`src/rtl/program_counter.sv`:
```
// -----------------------------------------------------------------------------
// program_counter
//
// Program counter register at the head of the fetch path of the single-cycle
// RISC-V core. Each rising clock edge either advances the PC by STEP bytes or
// loads an externally supplied target (branch, jump, trap vector). Loaded
// targets are forced to word alignment, and a registered flag records whether
// the most recent load carried a non-word-aligned address.
//
// Parameters:
//   WIDTH         address width in bits (must be at least 3)
//   RESET_VECTOR  value driven onto pc while reset is asserted
//   STEP          byte increment applied on a sequential advance
//
// Ports:
//   clk         in   single system clock, rising-edge active
//   rst         in   asynchronous, active-low reset (0 = reset asserted)
//   inc         in   1 = advance sequentially, 0 = load extAddress
//   extAddress  in   external target address, used when inc = 0
//   pc          out  current program counter (registered)
//   pc_plus4    out  pc + STEP, modulo 2^WIDTH (combinational)
//   pc_next     out  value pc takes at the next rising edge (combinational)
//   misaligned  out  registered; set when the last load had extAddress[1:0] != 0
// -----------------------------------------------------------------------------
module program_counter #(
  parameter int               WIDTH        = 32,
  parameter logic [WIDTH-1:0] RESET_VECTOR = '0,
  parameter int               STEP         = 4
) (
  input  logic             clk,
  input  logic             rst,
  input  logic             inc,
  input  logic [WIDTH-1:0] extAddress,
  output logic [WIDTH-1:0] pc,
  output logic [WIDTH-1:0] pc_plus4,
  output logic [WIDTH-1:0] pc_next,
  output logic             misaligned
);

  // Sequential advance: unsigned add that wraps silently at 2^WIDTH.
  function automatic logic [WIDTH-1:0] advance(input logic [WIDTH-1:0] addr);
    return addr + WIDTH'(STEP);
  endfunction

  // Loaded targets are always word aligned; the low two bits are dropped.
  function automatic logic [WIDTH-1:0] word_align(input logic [WIDTH-1:0] addr);
    return {addr[WIDTH-1:2], 2'b00};
  endfunction

  function automatic logic is_misaligned(input logic [WIDTH-1:0] addr);
    return addr[1:0] != 2'b00;
  endfunction

  // Next-address select (combinational, visible to the rest of the core).
  always_comb begin
    pc_plus4 = advance(pc);
    pc_next  = inc ? pc_plus4 : word_align(extAddress);
  end

  // PC register: there is no hold state, every edge out of reset updates pc.
  // Holding is done by loading the current pc as extAddress.
  always_ff @(posedge clk or negedge rst) begin
    if (!rst) begin
      pc         <= RESET_VECTOR;
      misaligned <= 1'b0;
    end else begin
      pc         <= pc_next;
      misaligned <= !inc && is_misaligned(extAddress);
    end
  end

endmodule

```
`config.mk`:
```
export PLATFORM = sky130hd
export DESIGN_NAME = program_counter
export DESIGN_NICKNAME = d
export VERILOG_FILES = /design/src/rtl/program_counter.sv
export SDC_FILE = /design/constraint.sdc
export NUM_CORES = 1
export LEC_CHECK = 0
export ABC_AREA = 1
export BUFFER_PORTS_ARGS = -buffer_cell sky130_fd_sc_hd__buf_2
export CORE_MARGIN = 2
export CORE_UTILIZATION = 30
export CTS_CLUSTER_SIZE = 24
export DETAILED_ROUTE_END_ITERATION = 8
export GPL_TIMING_DRIVEN = 0
export HOLD_SLACK_MARGIN = 0.02
export REMOVE_ABC_BUFFERS = 1
export SKIP_LAST_GASP = 1
export SLEW_MARGIN = 5
export SYNTH_ARGS = -nofsm -noshare
export SYNTH_HDL_FRONTEND = slang
export SYNTH_SLANG_ARGS = --single-unit
export TNS_END_PERCENT = 50
```
`constraint.sdc`:
```
create_clock -name clk -period 1.71 [get_ports clk]
set_input_delay 0 -clock clk [delete_from_list [all_inputs] [get_ports clk]]
set_output_delay 0 -clock clk [all_outputs]
set_load 0.01 [all_outputs]
```
==> metrics.yaml, run 1 <==
dp_slack_ns: -0.0439
fillers: 692
slew_violations: 0
antenna_found_initial: 0
drc: 0
ys_warn_count: 0
grt.total_usage_pct: 17.8
fp-row-count: 31
grt-ovfl-total: 0
max_stage_delay_ns: 0.40
fin_area_sq_um: 3810
num_io_pins: 132
wl_microns: 7370
clockBufferDepth: 2
cts_made_buffers: 5
rr_endpoint: "pc[14]"
h-tree-depth: 2
first_iter_violations: 104
grt_pass1_wl_microns: 11800
cp-end-kind: "primary output"
wl_per_cell_microns: 12.2
syn_area_sq_um: 2220
power_w: 0.00255
fin_skew_ns: 0.00857
fin_cells: 604
placed_cells: 530
cellPowerDensity_nw_per_um2: 669
mostFrequentLayoutCells: "146 x nand2_1, 123 x buf_2, 34 x buf_4"
grt_max_degree: 34
routed_via_density: 4.32
initial_core_util_pct: 30.7
worst_slew_pin_slew_ns: 1.02
worst_slack_ns: -0.143
fp.dieH_microns: 89.9
clock_sinks: 33
hpwlAfterDp_microns: 4940
grt_pass1_vias: 2443
finalCoreUtilization_pct: 52.8
cts_tree: "yes"
path_buf_inv: 2
rrSetupSlack_ns: -0.03
cp_slowest_cell: "dfrtp_1"
clk_pin_slew_worst_paths_ns: 0.07
drive_above_1_share_pct: 48.3
ys_ff_latch: 33
die_area_sq_um: 8090
place_area_sq_um: 2950
place_congestion: 0.789
fmax_mhz: 540
start_kind: "flip-flop"
critical_path.top_delay_family: "simple AND/OR/NAND/NOR gates"
syn_inst: 309
final-setup-viol-count: 35
final_nets: 541
path_class: "reg2out"
power_leakage_nw: 2.14
area_growth_pct: 71.8
min_to: "pc[14]"
design.core.area_sq_um: 7210
path_cells: "buf_6, nand2_4, nor2_4, nand2_2, nor2_4, xor2_2, nand2_1, nand2_1, buf_2"
cap_violations: 0
hold_path.startpoint: "extAddress[14]"
final_common_cell: "nand2_1"
r2r_cells: 11
status: "finished, violations left"
ir_drop_mv: 0.345
crit_fanout: 5
critPathRequiredTime_ns: 1.71
synth_cell_types: 21
io_buffer_count: 131
yosysTopAreaCellShare_pct: 37.3
holdCritPathClass: "in2reg"
violations: "setup timing"
postRouteAntennaNets: 0
first_pass_iters: 4
postSynthAreaPerCell_sq_um: 7.17
die_w_microns: 89.9
maxSlewHeadroom_pct: 31.7
period_share_pct: 108
grt_setup_unrepaired: "yes"
worstSkewPairLatency_ns: 0.28
yosys-top-cells-area: "dfrtp_1 37%, nand2_1 28%, xor2_2 5.9%, nor2_1 4.2%, nor2_4 4.1%"
dr_total_vias: 2608
yosys.area.top_type: "dfrtp_1"
synth-seq-area-share_pct: 37.3
cp.arrival_ns: 1.85
cts_root_buf: "clkbuf_8"
fin_crit_ns: 1.85
r2r-start: "pc[2]"
min_path_cells: 6
finalHoldViolCount: 0
num_antenna_cells: 0
cells by family (layout without fill, tap and decap cells):
group | count (synthesis) | after routing | share of synthesized area (%)
flip-flops | 33 | 33 | 37.3
buffers and inverters | 27 | 223 | 5.03
XOR/XNOR | 15 | 15 | 8.64
AND/OR/NAND/NOR | 232 | 232 | 48.3
AO/OA/AOI/OAI | 1 | 1 | 0.226
adder cells (fa/ha/maj) | 1 | 1 | 0.565
sequential cells by signal, indices dropped and copies added, names as in the netlist:
signal      cells
pc             32
misaligned      1
worst max-delay path by stage:
stage	cells after the start	to	startpoint
floorplan	10	pc[22]	pc[2]
global placement	4	pc_next[2]	inc
detailed placement	4	pc_next[2]	inc
CTS	10	pc_next[25]	pc[3]
global route	11	pc_next[31]	pc[3]
finish	9	pc_next[15]	pc[3]
where the power goes:
group / total [W] / internal [W] / switching, W
registers: 0.000958 / 0.000854 / 0.000105
logic: 0.000873 / 0.000427 / 0.000446
clock network: 0.000717 / 0.000424 / 0.000293
total: 0.00255 / 0.00170 / 0.000844
worst register-to-register path, stage by stage (launching register included):
cell	delay [ns]
dfrtp_1	0.40
ha_4	0.16
nand2_2	0.06
nor2_4	0.14
nand2_4	0.12
nor2_4	0.16
xor2_2	0.10
nand2_1	0.06
nand2_1	0.07
buf_4	0.13
buf_4	0.12
buf_4	0.12
per-stage QoR:
stage / TNS [ns] / hold WS, ns
final: -2.59 / 0.209
after CTS: -2.31 / 0.182
after global routing: -9.17 / 0.226
after detailed placement: -0.0439 / 0.130
after global placement: -0.0387 / 0.125
after floorplan: 0 / -0.296
cells in the mapped netlist, drive strengths merged:
master / n
nand2: 174
nor2: 41
dfrtp: 33
inv: 18
xor2: 11
nand3b: 8
nand3: 6
clkbuf: 5
buf: 4
xnor2: 4
and2: 3
ha: 1
o21ai: 1
what timing repair did:
item / CTS / global route
hold endpoints to repair: 63 / 0
buffers inserted: 12 / 23
endpoints found under the setup margin: 35 / 56
pin swaps: 14 / 50
hold buffers: 32 / 0
gates resized for setup: 14 / 34
metal layers:
| layer | track usage (%) | part of all wire (%) |
|---|---|---|
| met1 | 22.3 | 44 |
| met2 | 31.7 | 50 |
| met3 | 4.02 | 5.5 |
| met4 | 3.21 | 0.67 |
| met5 | 0 | 0 |
area by class of cell:
| cell class | count | area (sq um) | area share (%) |
|---|---|---|---|
| sequential | 33 | 837 | 22.0 |
| inverter | 18 | 67.6 | 1.78 |
| clock inverter | 2 | 35.0 | 0.920 |
| clock buffer | 5 | 68.8 | 1.81 |
| timing repair buffer | 198 | 1290 | 34.0 |
| tap | 99 | 124 | 3.25 |
| multi-input combinational | 249 | 1380 | 36.3 |
(Power assumes the default switching activity.)
==> run 2, diff against run 1 <==
--- a/config.mk
+++ b/config.mk
@@ -14,6 +14,7 @@
 export GPL_TIMING_DRIVEN = 0
 export HOLD_SLACK_MARGIN = 0.02
 export REMOVE_ABC_BUFFERS = 1
+export SKIP_CTS_REPAIR_TIMING = 1
 export SKIP_LAST_GASP = 1
 export SLEW_MARGIN = 5
 export SYNTH_ARGS = -nofsm -noshare
==> run 2 against run 1 <==
  * The run still ends with setup timing left
  * Global-route usage down 1.7 points
  * Utilization down 1.1 points
  * Flip-flop and latch count unchanged
  * Largest cell class unchanged
  * First-iteration DRC count up 38%
  * Highest routed layer unchanged
  * Sequential share of layout area up 0.61 points
==> metrics.yaml, run 2 (synthesis results as in run 1) <==
finalCoreUtilization_pct: 51.6
power_leakage_nw: 2.08
clk_pin_slew_worst_paths_ns: 0.07
place_area_sq_um: 2950
postRouteAntennaNets: 0
r2r-start: "pc[3]"
fp-row-count: 31
top_register: "pc"
dr_total_vias: 2584
cts_tree: "yes"
num_antenna_cells: 0
path_buf_inv: 1
antenna_found_initial: 0
drive_above_1_share_pct: 50.7
first_pass_iters: 4
cap_violations: 0
crit_fanout: 4
cellPowerDensity_nw_per_um2: 679
num_io_pins: 132
maxSlewHeadroom_pct: 33.7
die_w_microns: 89.9
cts_made_buffers: 5
holdCritPathClass: "in2reg"
fmax_mhz: 527
grt_pass1_vias: 2164
fin_area_sq_um: 3720
grt.total_usage_pct: 16.1
h-tree-depth: 2
worst_slew_pin_slew_ns: 0.994
slew_violations: 0
critical_path.top_delay_family: "simple AND/OR/NAND/NOR gates"
grt_max_degree: 34
drc: 0
first_iter_violations: 143
hold_path.startpoint: "extAddress[23]"
ir_drop_mv: 0.334
fin_skew_ns: 0.00825
path_cells: "ha_4, nand2_4, nor2_4, nand2_4, nor2_4, xor2_2, nand2_1, nand2_1, buf_2"
hpwlAfterDp_microns: 4940
cp.arrival_ns: 1.90
initial_core_util_pct: 30.7
final_nets: 529
mostFrequentLayoutCells: "140 x nand2_1, 121 x buf_2, 31 x buf_4"
worst_slack_ns: -0.189
critPathRequiredTime_ns: 1.71
fin_crit_ns: 1.90
cp-end-kind: "primary output"
violations: "setup timing"
final-setup-viol-count: 29
period_share_pct: 111
status: "finished, violations left"
fp.dieH_microns: 89.9
area_growth_pct: 68.1
final_common_cell: "nand2_1"
worstSetupStartpoint: "pc[3]"
die_area_sq_um: 8090
wl_microns: 7180
start_kind: "flip-flop"
dp_slack_ns: -0.0439
hold_ws_ns: 0.0226
largest_reg_flops: 32
cts_root_buf: "clkbuf_8"
path_class: "reg2out"
power_w: 0.00253
io_buffer_count: 131
clockBufferDepth: 2
finalHoldViolCount: 0
worstSkewPairLatency_ns: 0.28
reg_top3: "pc x32, misaligned x1"
grt_setup_unrepaired: "yes"
routed_via_density: 4.36
place_congestion: 0.789
grt_pass1_wl_microns: 10600
cp_slowest_cell: "dfrtp_1"
design.core.area_sq_um: 7210
clock_sinks: 33
max_stage_delay_ns: 0.42
wl_per_cell_microns: 12.1
grt-ovfl-total: 0
[run 2: tightest hold or removal path, delay by kind of cell]
kind,cells,cell delay (ns)
buf+inv,2,0.17
simple gates,2,0.10
[run 2: path summary, 6_finish.rpt]
kind,to,slack [ns],depth (start not counted)
setup / recovery,pc_next[14],-0.19,9
hold / removal,pc[23],0.02,4
setup reg to reg,pc[30],0.01,11
hold reg to reg,pc[0],0.51,2
max in group asynchronous,pc[18],0.85,2
min in group asynchronous,pc[9],0.33,2
[run 2: area by class of cell]
class / count / area, sq um
Multi-Input combinational cell: 249 / 1400
Fill cell: 711 / 3490
Inverter: 18 / 67.6
Timing Repair Buffer: 186 / 1190
Clock buffer: 5 / 68.8
Clock inverter: 2 / 35.0
Tap cell: 99 / 124
Sequential cell: 33 / 842
[run 2: where the power goes]
group | leakage, nW | switching (W) | internal [W] | total (W)
Sequential | 0.390 | 0.000105 | 0.000856 | 0.000960
Clock | 0.0540 | 0.000289 | 0.000424 | 0.000713
Combinational | 1.64 | 0.000443 | 0.000411 | 0.000854
[run 2: per-layer routing]
layer | track usage [%] | part of all wire, %
met1 | 21.1 | 44
met2 | 26.9 | 49
met3 | 4.27 | 5.9
met4 | 3.21 | 0.68
met5 | 0 | 0
[run 2: metrics by stage]
stage,std cells,TNS (ns)
final,592,-2.13
after CTS,537,-4.80
after detailed placement,530,-0.0439
after floorplan,300,0
after global routing,592,-7.95
after global placement,530,-0.0387
==> run 3, diff against run 2 <==
==> constraint.sdc (replaced) <==
create_clock -name clk -period 1.5 [get_ports clk]
set_input_delay 0 -clock clk [delete_from_list [all_inputs] [get_ports clk]]
set_output_delay 0 -clock clk [all_outputs]
set_load 0.01 [all_outputs]
==> run 3 against run 2 <==
  * The flow still finishes with violations (setup timing)
  * Sequential share of layout area decreased by 0.21 points
  * Power increased by 15%
  * Worst hold slack got worse by 0.00091 ns
  * Routed wire length grew 2.7%
  * Flip-flop and latch count is the same
  * Global-route usage unchanged
  * Clock-buffer cell count unchanged
  * Sequential power increased by 14%
  * First-iteration DRC count increased by 2.1%
  * Combinational power up 17%
  * Largest power group unchanged
==> metrics.yaml, run 3 (synthesis results as in run 1) <==
path_class: "reg2out"
fin_cells: 593
die_area_sq_um: 8090
reg_top3: "pc x32, misaligned x1"
crit_fanout: 4
cellPowerDensity_nw_per_um2: 772
hpwlAfterDp_microns: 4940
grt_pass1_wl_microns: 10600
first_pass_iters: 4
status: "finished, violations left"
power_w: 0.00290
finalCoreUtilization_pct: 52.2
grt_setup_unrepaired: "yes"
period_share_pct: 126
cp.arrival_ns: 1.89
power_leakage_nw: 2.10
postRouteAntennaNets: 0
design.core.area_sq_um: 7210
die_w_microns: 89.9
fp.dieH_microns: 89.9
cts_root_buf: "clkbuf_8"
cts_made_buffers: 5
worst-path-stages: 9
drive_above_1_share_pct: 52.0
top_register: "pc"
initial_core_util_pct: 30.7
final-setup-viol-count: 67
fin_crit_ns: 1.89
critPathRequiredTime_ns: 1.50
cp_slowest_cell: "dfrtp_1"
worst_slack_ns: -0.390
slew_violations: 0
holdCritPathClass: "in2reg"
io_buffer_count: 131
violations: "setup timing"
routed_via_density: 4.37
finalHoldViolCount: 0
clk_pin_slew_worst_paths_ns: 0.07
final_common_cell: "nand2_1"
path_buf_inv: 1
worstSkewPairLatency_ns: 0.28
first_iter_violations: 146
hold_ws_ns: 0.0217
worst_slew_pin_slew_ns: 1.03
rrSetupSlack_ns: -0.20
path_cells: "ha_4, nand2_4, nor2_4, nand2_4, nor2_4, xor2_2, nand2_1, nand2_1, buf_2"
fmax_mhz: 529
area_growth_pct: 69.9
maxSlewHeadroom_pct: 31.0
max_stage_delay_ns: 0.42
final_nets: 530
fillers: 706
grt_pass1_vias: 2164
wl_per_cell_microns: 12.4
num_io_pins: 132
cp-end-kind: "primary output"
fin_area_sq_um: 3760
dr_total_vias: 2592
ir_drop_mv: 0.380
fp-row-count: 31
grt_max_degree: 34
cap_violations: 0
place_congestion: 0.789
start_kind: "flip-flop"
clock_sinks: 33
placed_cells: 530
drc: 0
largest_reg_flops: 32
antenna_found_initial: 0
h-tree-depth: 2
num_antenna_cells: 0
grt.total_usage_pct: 16.1
place_area_sq_um: 2950
fin_skew_ns: 0.00760
clockBufferDepth: 2
grt-ovfl-total: 0
min_path_cells: 4
cts_tree: "yes"
mostFrequentLayoutCells: "139 x nand2_1, 118 x buf_2, 32 x buf_4"
wl_microns: 7370
critical_path.top_delay_family: "simple AND/OR/NAND/NOR gates"
r2r_cells: 11
==> run 3: changes by cell type in the layout (fill, tap and decap cells not counted) <==
cell           before  now
buf_6              10   15
buf_2             121  118
dlygate4sd3_1      24   22
buf_4              31   32
dfrtp_1            20   19
dfrtp_2            13   14
nand2_1           140  139
nand2_2            30   31
nand3_1             4    3
nand3_2             2    3
nor2_1             21   20
nor2_2              8    9
==> run 3: worst paths after layout <==
kind | from | to
min in group asynchronous | rst | pc[26]
max reg2reg | pc[3] | pc[30]
max in group asynchronous | rst | pc[10]
max | pc[3] | pc_next[14]
min reg2reg | pc[0] | pc[0]
min | extAddress[23] | pc[23]
==> run 3: final cells by class <==
cell class              instances  area (sq um)  area share [%]
flip-flops and latches         33           843            22.4
inverters                      18          67.6            1.79
clock buffers                   5          68.8            1.83
multi-input cells             249          1410            37.4
repair buffers                187          1220            32.4
clock inverters                 2          35.0           0.931
well taps                      99           124            3.29
==> run 3: report_power, final <==
group	internal, W	switching [W]
Combinational	0.000484	0.000515
Clock	0.000483	0.000329
Sequential	0.000976	0.000118
Total	0.00194	0.000962
==> run 3: per-layer routing <==
metal / share of wire (%) / GRT usage, %
met2: 50 / 26.9
met3: 5.9 / 4.27
met4: 0.66 / 3.21
met5: 0 / 0
met1: 43 / 21.1
==> run 3: worst min-delay path, delay by kind of cell <==
| family | cells | cell delay, ns |
|---|---|---|
| buffers and inverters | 2 | 0.17 |
| and+or+nand+nor | 2 | 0.10 |
==> run 3: metrics by stage <==
| stage | setup TNS [ns] | setup slack, ns |
|---|---|---|
| finish | -13.03 | -0.390 |
| global route | -22.37 | -0.521 |
| CTS | -15.68 | -0.499 |
| detailed placement | -5.70 | -0.254 |
| global placement | -5.36 | -0.249 |
| floorplan | -0.889 | -0.113 |
